### config.mk
export PLATFORM = sky130hd
export DESIGN_NAME = dmem_responder
export DESIGN_NICKNAME = d
export VERILOG_FILES = /design/src/rtl/dmem_pkg.sv /design/src/rtl/dmem_array.sv /design/src/rtl/dmem_responder.sv
export SDC_FILE = /design/constraint.sdc
export NUM_CORES = 2
export LEC_CHECK = 0
export BUFFER_PORTS_ARGS = -buffer_cell sky130_fd_sc_hd__buf_2
export CAP_MARGIN = 20
export CORE_ASPECT_RATIO = 0.8
export CORE_MARGIN = 10
export CORE_UTILIZATION = 54
export CTS_BUF_LIST = sky130_fd_sc_hd__clkbuf_8
export DETAILED_ROUTE_END_ITERATION = 6
export MAX_ROUTING_LAYER = met4
export PLACE_DENSITY_LB_ADDON = 0.15
export SLEW_MARGIN = 20
export SYNTH_ARGS = -nofsm -noshare
export SYNTH_HDL_FRONTEND = slang
export SYNTH_SLANG_ARGS = --single-unit
### constraint.sdc
create_clock -name clk -period 2.36 [get_ports clk]
set_clock_uncertainty 0.1 [all_clocks]
set_input_delay 0.354 -clock clk [delete_from_list [all_inputs] [get_ports clk]]
set_output_delay 0.354 -clock clk [all_outputs]
set_load 0.02 [all_outputs]
### src/rtl/dmem_pkg.sv
// Shared definitions for the handshaked data-memory responder:
// the FSM state encoding, word/byte-enable widths and the store byte-merge helper.
package dmem_pkg;

  localparam int WORD_W = 32;
  localparam int BE_W   = 4;

  typedef enum logic [1:0] {
    IDLE = 2'd0,
    BUSY = 2'd1,
    RESP = 2'd2
  } state_t;

  // Replace only the bytes selected by be; every other byte keeps its old value.
  function automatic logic [WORD_W-1:0] byte_merge(
    input logic [WORD_W-1:0] old_word,
    input logic [WORD_W-1:0] new_word,
    input logic [BE_W-1:0]   be
  );
    logic [WORD_W-1:0] merged;
    merged = old_word;
    for (int i = 0; i < BE_W; i++) begin
      if (be[i]) merged[8*i +: 8] = new_word[8*i +: 8];
    end
    return merged;
  endfunction

endpackage

### src/rtl/dmem_array.sv
// Word storage for dmem_responder: asynchronous clear of every word,
// byte-enabled synchronous write and combinational read.
module dmem_array
  import dmem_pkg::*;
#(
  parameter int DEPTH_WORDS = 64,
  parameter int AW          = $clog2(DEPTH_WORDS)
) (
  input  logic              clk,
  input  logic              reset,
  input  logic              we,
  input  logic [AW-1:0]     waddr,
  input  logic [WORD_W-1:0] wdata,
  input  logic [BE_W-1:0]   be,
  input  logic [AW-1:0]     raddr,
  output logic [WORD_W-1:0] rdata
);

  logic [WORD_W-1:0] words [DEPTH_WORDS];

  // Each word is its own register so the whole array can be cleared by reset.
  for (genvar gi = 0; gi < DEPTH_WORDS; gi++) begin : g_word
    logic [WORD_W-1:0] word_reg;

    // Clear on reset; merge enabled bytes when this word is addressed.
    always_ff @(posedge clk or negedge reset) begin
      if (!reset) begin
        word_reg <= '0;
      end else if (we && (waddr == AW'(gi))) begin
        word_reg <= byte_merge(word_reg, wdata, be);
      end
    end

    assign words[gi] = word_reg;
  end

  assign rdata = words[raddr];

endmodule

### src/rtl/dmem_responder.sv
// Handshaked data-memory responder: one request at a time, fixed LATENCY
// stall, then a held response. Optional address/alignment checking is
// enabled by defining DMEM_RANGE_CHECK_EN.
module dmem_responder
  import dmem_pkg::*;
#(
  parameter int DEPTH_WORDS = 64,
  parameter int LATENCY     = 2
) (
  input  logic              clk,
  input  logic              reset,
  input  logic              req_valid,
  output logic              req_ready,
  input  logic              req_write,
  input  logic [31:0]       req_addr,
  input  logic [WORD_W-1:0] req_wdata,
  input  logic [BE_W-1:0]   req_be,
  output logic              resp_valid,
  input  logic              resp_ready,
  output logic [WORD_W-1:0] resp_rdata,
  output logic              resp_err
);

  localparam int AW = $clog2(DEPTH_WORDS);

  state_t            state_reg, state_next;
  logic [3:0]        cnt_reg, cnt_next;
  logic              write_reg, write_next;
  logic [AW-1:0]     idx_reg, idx_next;
  logic              err_reg, err_next;
  logic [WORD_W-1:0] rdata_reg, rdata_next;
  logic              rerr_reg, rerr_next;

  logic              accept;
  logic              arr_we;
  logic              req_err;
  logic [AW-1:0]     req_idx;
  logic [WORD_W-1:0] arr_rdata;

  assign req_idx = req_addr[AW+1:2];

`ifdef DMEM_RANGE_CHECK_EN
  assign req_err = (req_addr[1:0] != 2'b00) || (req_addr >= 32'(4 * DEPTH_WORDS));
`else
  // Without checking, the byte offset and upper bits are dropped (addresses wrap).
  logic unused_addr_bits;
  assign unused_addr_bits = ^{req_addr[31:AW+2], req_addr[1:0]};
  assign req_err = 1'b0;
`endif

  // Stores commit on their acceptance edge; errored stores never touch the array.
  assign arr_we = accept && req_write && !req_err;

  dmem_array #(
    .DEPTH_WORDS(DEPTH_WORDS),
    .AW         (AW)
  ) u_array (
    .clk  (clk),
    .reset(reset),
    .we   (arr_we),
    .waddr(req_idx),
    .wdata(req_wdata),
    .be   (req_be),
    .raddr(idx_reg),
    .rdata(arr_rdata)
  );

  // FSM state register.
  always_ff @(posedge clk or negedge reset) begin
    if (!reset) state_reg <= IDLE;
    else        state_reg <= state_next;
  end

  // Latency counter, latched request fields and held response.
  always_ff @(posedge clk or negedge reset) begin
    if (!reset) begin
      cnt_reg   <= '0;
      write_reg <= 1'b0;
      idx_reg   <= '0;
      err_reg   <= 1'b0;
      rdata_reg <= '0;
      rerr_reg  <= 1'b0;
    end else begin
      cnt_reg   <= cnt_next;
      write_reg <= write_next;
      idx_reg   <= idx_next;
      err_reg   <= err_next;
      rdata_reg <= rdata_next;
      rerr_reg  <= rerr_next;
    end
  end

  // Next-state and handshake outputs; req_ready never looks at req_valid.
  always_comb begin
    state_next = state_reg;
    cnt_next   = cnt_reg;
    write_next = write_reg;
    idx_next   = idx_reg;
    err_next   = err_reg;
    rdata_next = rdata_reg;
    rerr_next  = rerr_reg;
    req_ready  = 1'b0;
    resp_valid = 1'b0;
    accept     = 1'b0;

    case (state_reg)
      IDLE: begin
        req_ready = 1'b1;
        accept    = req_valid;
      end
      BUSY: begin
        if (cnt_reg == 4'd0) begin
          rdata_next = (write_reg || err_reg) ? '0 : arr_rdata;
          rerr_next  = err_reg;
          state_next = RESP;
        end else begin
          cnt_next = cnt_reg - 4'd1;
        end
      end
      RESP: begin
        resp_valid = 1'b1;
        req_ready  = resp_ready;
        if (resp_ready) begin
          state_next = IDLE;
          accept     = req_valid;
        end
      end
      default: state_next = IDLE;
    endcase

    if (accept) begin
      state_next = BUSY;
      cnt_next   = 4'(LATENCY - 1);
      write_next = req_write;
      idx_next   = req_idx;
      err_next   = req_err;
    end
  end

  assign resp_rdata = rdata_reg;
  assign resp_err   = rerr_reg;

endmodule
* After elaboration in Yosys (flattened, before gate mapping)
Cells that the tools add are included.
** Storage, ports and cells
- Register bits :: 2093
- Output and inout port bits :: 35
- Word-level logic and storage cells :: 676
** Cells by class
- Muxes and demuxes :: 15
- Eq/ne operators :: 69
- Bitwise gates (word level) :: 1
- Order comparisons :: 1
- $add $sub $neg :: 1
- Reductions and logical operators :: 328
** Operators with widths (count)
- $reduce_and A2 Y1 :: 258
- $bmux W32 S6 :: 1
- $eq A6 B6 Y1 const B :: 32
- $eq A6 B5 Y1 const B :: 16
- $mux W32 :: 3
- $logic_and A1 B1 Y1 :: 65
- $eq A6 B4 Y1 const B :: 8
- $eq A6 B3 Y1 const B :: 4
- $eq A6 B2 Y1 const B :: 2
- $mux W4 :: 3
- $ge A7 B7 Y1 const B :: 1
- $not A6 Y7 :: 1
- $eq A6 B1 Y1 const B :: 1
- $logic_not A6 Y1 :: 1
- $mux W2 :: 3
- $ne A3 B3 Y1 const B :: 2
- $pmux W2 S3 :: 1
- $logic_not A4 Y1 :: 1
- $ne A2 B2 Y1 const B :: 2
- $pmux W1 S2 :: 2
- $sub A4 B1 Y4 const B :: 1
- $reduce_and A3 Y1 :: 1
- $eq A2 B1 Y1 const B :: 1
- $eq A2 B2 Y1 const B :: 1
- 3 further kinds :: 4

* Depth between registers and ports, before layout
- Depth after elaboration :: 5
- Gate-level depth with buffers :: 12
- Mapped depth without buffers :: 8

* Modules after synthesis
From an unflattened synthesis, not the netlist that was laid out.
** Unflattened totals
- Cell total of the unflattened synthesis :: 6181
- Area total of the unflattened synthesis :: 94773.4 µm²
** Modules (own cells, without submodules)
- dmem_array :: seq. area each 51249.2 µm², cells an instance 5986, area an instance 92797.8 µm², instances 1
- dmem_responder :: seq. area each 1126.1 µm², cells an instance 195, area an instance 1975.6 µm², instances 1

* Least setup slack after synthesis
No wires, ideal clock.
- Path kind :: in2reg
- Start point :: in resp_ready
- End point :: reg u_array.g_word[14].word_reg[0]
- Stages :: 8
- Path buffers :: 2
- Required time :: 2135 ps
- Data arrival time :: 2210 ps
- Path slack :: -74 ps
- Path through :: inv_1 a21oi_1 nand2_1 nor4b_1 buf_4 buf_6 nand3_4 mux2_2
** Between the ends
- Cells in the longest elaborated chain, start to end :: 5
** RTL lines
- start: declaration :: RTL line dmem_responder.sv:19 : input logic resp_ready,
- $mux W1 :: RTL line dmem_responder.sv:123 : if (resp_ready) begin
- $pmux W1 S2 :: RTL line dmem_responder.sv:106 : case (state_reg)
- $logic_and A1 B1 Y1 :: RTL line dmem_responder.sv:52 : assign arr_we = accept && req_write && !req_err;
- $logic_and A1 B1 Y1 :: RTL line dmem_array.sv:29 : end else if (we && (waddr == AW'(gi))) begin
- $reduce_and A2 Y1 (no line)
- end signal: assignment :: RTL line dmem_array.sv:30 : word_reg <= byte_merge(word_reg, wdata, be);
- end: declaration :: RTL line dmem_array.sv:23 : logic [WORD_W-1:0] word_reg;
Every way passes these cells.
A chain may end at the register's enable or synchronous reset.

* Worst setup path in the final report
- Start point :: reg idx_reg[0]
- End point :: reg rdata_reg[25] (netlist: resp_rdata[25])
** Between the ends
- Cells in the longest elaborated chain, start to end :: 5
** RTL lines
- start: declaration :: RTL line dmem_responder.sv:29 : logic [AW-1:0] idx_reg, idx_next;
- start signal: assignment :: RTL line dmem_responder.sv:86 : idx_reg <= idx_next;
- $not A6 Y7 (implied by the code) :: RTL line dmem_array.sv:37 : assign rdata = words[raddr];
- $bmux W32 S6 :: RTL line dmem_array.sv:37
- $mux W32 (implied by the code) (2 in series) :: RTL line dmem_array.sv:37
- $mux W32 :: RTL line dmem_responder.sv:113 : rdata_next = (write_reg || err_reg) ? '0 : arr_rdata;
- end signal: assignment :: RTL line dmem_responder.sv:88 : rdata_reg <= rdata_next;
- end: declaration :: RTL line dmem_responder.sv:31 : logic [WORD_W-1:0] rdata_reg, rdata_next;
Every way passes these cells. The select of a mux whose other input is x is not followed.

==> key figures <==
Outcome
  – Status: finished with violations
  – Failing checks: negative hold slack, negative setup slack

Setup path
  – Critical path's slowest cell: mux4_2
  – Crit. End Element: flop
  – WP data arrival: 3.48 ns
  – Max stage delay on crit path: 0.56 ns
  – Most common cell on crit path: a32oi_1
  – CP Launch Type: flop
  – Critical path type: reg -> reg
  – Crit path cell chain: buf_6 > buf_12 > buf_4 > mux4_2 > nand2_1 > a32oi_1 > a32oi_1 > o21ai_0
  – Crit-path max FO: 12
  – R2R Setup Slk: -0.28 ns
  – Data required time of the critical path: 3.19 ns

Cells and area
  – Util after Layout: 68.68%
  – Area Growth Syn to Fin: 26.17%
  – Final cell count without fillers: 9820
  – Design area: 0.1217 mm²
  – FF/Latch Area: 0.05239 mm²
  – Share of layout cells above drive strength 1: 58.40%
  – Max reg flops: 2048
  – Area of the multi-input gates: 0.04641 mm²
  – Filler Cell Count: 11950
  – Final #Nets: 7263

Yosys
  – Warnings, synthesis: 0
  – FFs w/ async S/R, synth: 100.0%
  – Post-synthesis sequential area ratio: 54.31%
  – Synthesized area: 0.09644 mm²
  – Syn_area_per_cell: 15.34 µm²
  – Top post-synthesis cells by count: 2093 x dfrtp_1, 2031 x mux2_2, 414 x mux4_2
  – Top post-synthesis cells by area: dfrtp_1 54%, mux2_2 24%, mux4_2 9.7%, mux2i_1 3.1%, clkbuf_1 1.0%
  – Post-synth top area share: 54.31%
  – EDFF count, synth: 0
  – Syn Nets: 6360
  – #FFs+latches synth: 2093
  – Area leader, netlist: dfrtp_1
  – Post-synth top flop: dfrtp_1
  – Top-count cell post-synth: dfrtp_1
  – Gate count of the mapped netlist: 6286
  – Post-synth cell types: 66

Global routing
  – Largest net degree at the start of global routing: 125
  – Global-route wire length before repair: 433.5 mm
  – Grt ovf: 0
  – GRT Util Overall: 30.29%
  – Initial antenna violation count: 7
  – Vias in the first global route: 63490

Route
  – Wire per inst: 30.48 µm
  – Detail Route Antenna Nets: 0
  – Drt initial violations: 5452
  – DRC violations left: 0
  – Vias post-DR: 61330
  – Vias per std cell: 6.245
  – Drt first pass iters: 7
  – WL final: 299.3 mm

Clocking
  – H-tree levels: 5
  – Clk root buf: clkbuf_8
  – Clk pin slew, worst setup/hold paths: 0.08 ns
  – Latest clock arrival within the worst-skew pair: 1.06 ns
  – CTS Sinks: 2093
  – CTS tree: done
  – Num CTS Buffers: 344
  – Clock buffer depth: 4

Place
  – I/O Buffers: 80
  – Dpl cells: 9019
  – Placer congestion estimate: 0.8722
  – Cell area after placement: 0.1070 mm²
  – Setup WS pre-CTS: -0.5734 ns
  – HPWL Detailed: 190.1 mm

Timing
  – Tmin final: 2.645 ns
  – Worst Tran Pin Value: 1.060 ns
  – Final WS setup: -0.2848 ns
  – Final setup fails: 1719
  – Min Hold Slack: -0.01040 ns
  – Fmax: 378.1 MHz
  – Final setup TNS: -163.04 ns
  – Tcrit/Tclk final: 112.1%
  – Max-slew violations: 0
  – Final Hold Viols: 1
  – RSZ-0062 raised after global routing: yes
  – Rel. slew slack: 29.10%

Floorplan
  – Die Span Y: 398.0 µm
  – Ports: 108
  – Row Count: 138
  – Die Area: 0.1960 mm²
  – Starting density of the core: 54.44%
  – Core region area: 0.1772 mm²
  – Die Width: 492.5 µm

Pwr
  – Total Power: 104.1 mW
  – Pleak: 57.59 nW
  – PD cells: 856.0 mW/mm²
  – Max VDD drop: 0.0007319 V

Flow run
  – Max-cap viol count: 0

Hold path
  – HP Class: in -> async
repair_timing:
action	4_1_cts	5_1_grt
gates resized for setup	214	1071
setup buffers	61	80
hold endpoints to repair	3434	0
setup endpoints to repair	836	2073
cloned	21	13
hold buffers	57	0
pin swaps	48	148
where the power goes:
| group | leakage [nW] | switching (mW) | internal (mW) |
|---|---|---|---|
| Clock | 3.88 | 14.8 | 16.8 |
| Combinational | 24.7 | 17.9 | 15.2 |
| Sequential | 29.0 | 1.52 | 37.9 |
| Total | 57.6 | 34.2 | 69.9 |
critical path, delay by kind of cell, from the launching register on:
family / cells / cell delay, ns
muxes: 1 / 0.56
DFF: 1 / 0.49
AOI/OAI and AO/OA: 3 / 0.63
and+or+nand+nor: 1 / 0.11
buffers and inverters: 3 / 0.59
worst paths after layout:
kind	from	end	cells after the start
hold / removal	reset	u_array.g_word[48].word_reg[13]$_DFFE_PN0P_	3
min in group clk	req_wdata[30]	u_array.g_word[63].word_reg[30]$_DFFE_PN0P_	3
setup reg to reg	idx_reg[0]$_DFFE_PN0P_	resp_rdata[25]$_DFFE_PN0P_	8
hold reg to reg	u_array.g_word[40].word_reg[22]$_DFFE_PN0P_	u_array.g_word[40].word_reg[22]$_DFFE_PN0P_	1
setup / recovery	idx_reg[0]$_DFFE_PN0P_	resp_rdata[25]$_DFFE_PN0P_	8
max in group asynchronous	reset	u_array.g_word[53].word_reg[15]$_DFFE_PN0P_	5
cells by family (layout without fill, tap and decap cells):
family / count (synthesis) / after routing / synth area share, %
XOR/XNOR: 3 / 3 / 0.02725
other: 1 / 18 / 0.003889
AND/OR/NAND/NOR: 592 / 592 / 3.851
flip-flops: 2093 / 2093 / 54.31
AO/OA/AOI/OAI: 324 / 324 / 2.407
multiplexers: 2778 / 2778 / 36.88
adder cells (fa/ha/maj): 1 / 1 / 0.01297
buffers and inverters: 494 / 1631 / 2.503
layout make-up:
class | instances | share of cell area [%]
clock inverters | 161 | 0.7291
multi-input cells | 3699 | 38.14
well taps | 2380 | 2.447
diodes | 17 | 0.03496
repair buffers | 1044 | 10.82
inverters | 7 | 0.02571
flip-flops and latches | 2093 | 43.06
clock buffers | 419 | 4.740
cell usage in the layout (no fill, tap or decap), types with 55 or more instances in the layout:
master and instances:
mux4_2 414, nand2_1 165, buf_12 308, mux2i_1 277
a22oi_1 114, dlygate4sd3_1 55, inv_1 121, mux2_2 1398
nor2_4 97, nand2_8 55, mux2_4 652, buf_6 69
nand3_4 62, buf_2 78, buf_4 444, clkbuf_8 419
dfrtp_1 2088
layer usage:
layer	part of all wire (%)	wire, µm	vias up	track usage [%]
li1	-	-	25280	-
met4	4.0	11880	0	10.35
met1	44	130600	33150	42.28
met5	0	0	-	-
met3	7.7	22980	651	6.404
met2	45	133800	2243	44.38
Note: power is estimated with default switching activity, not from simulation.
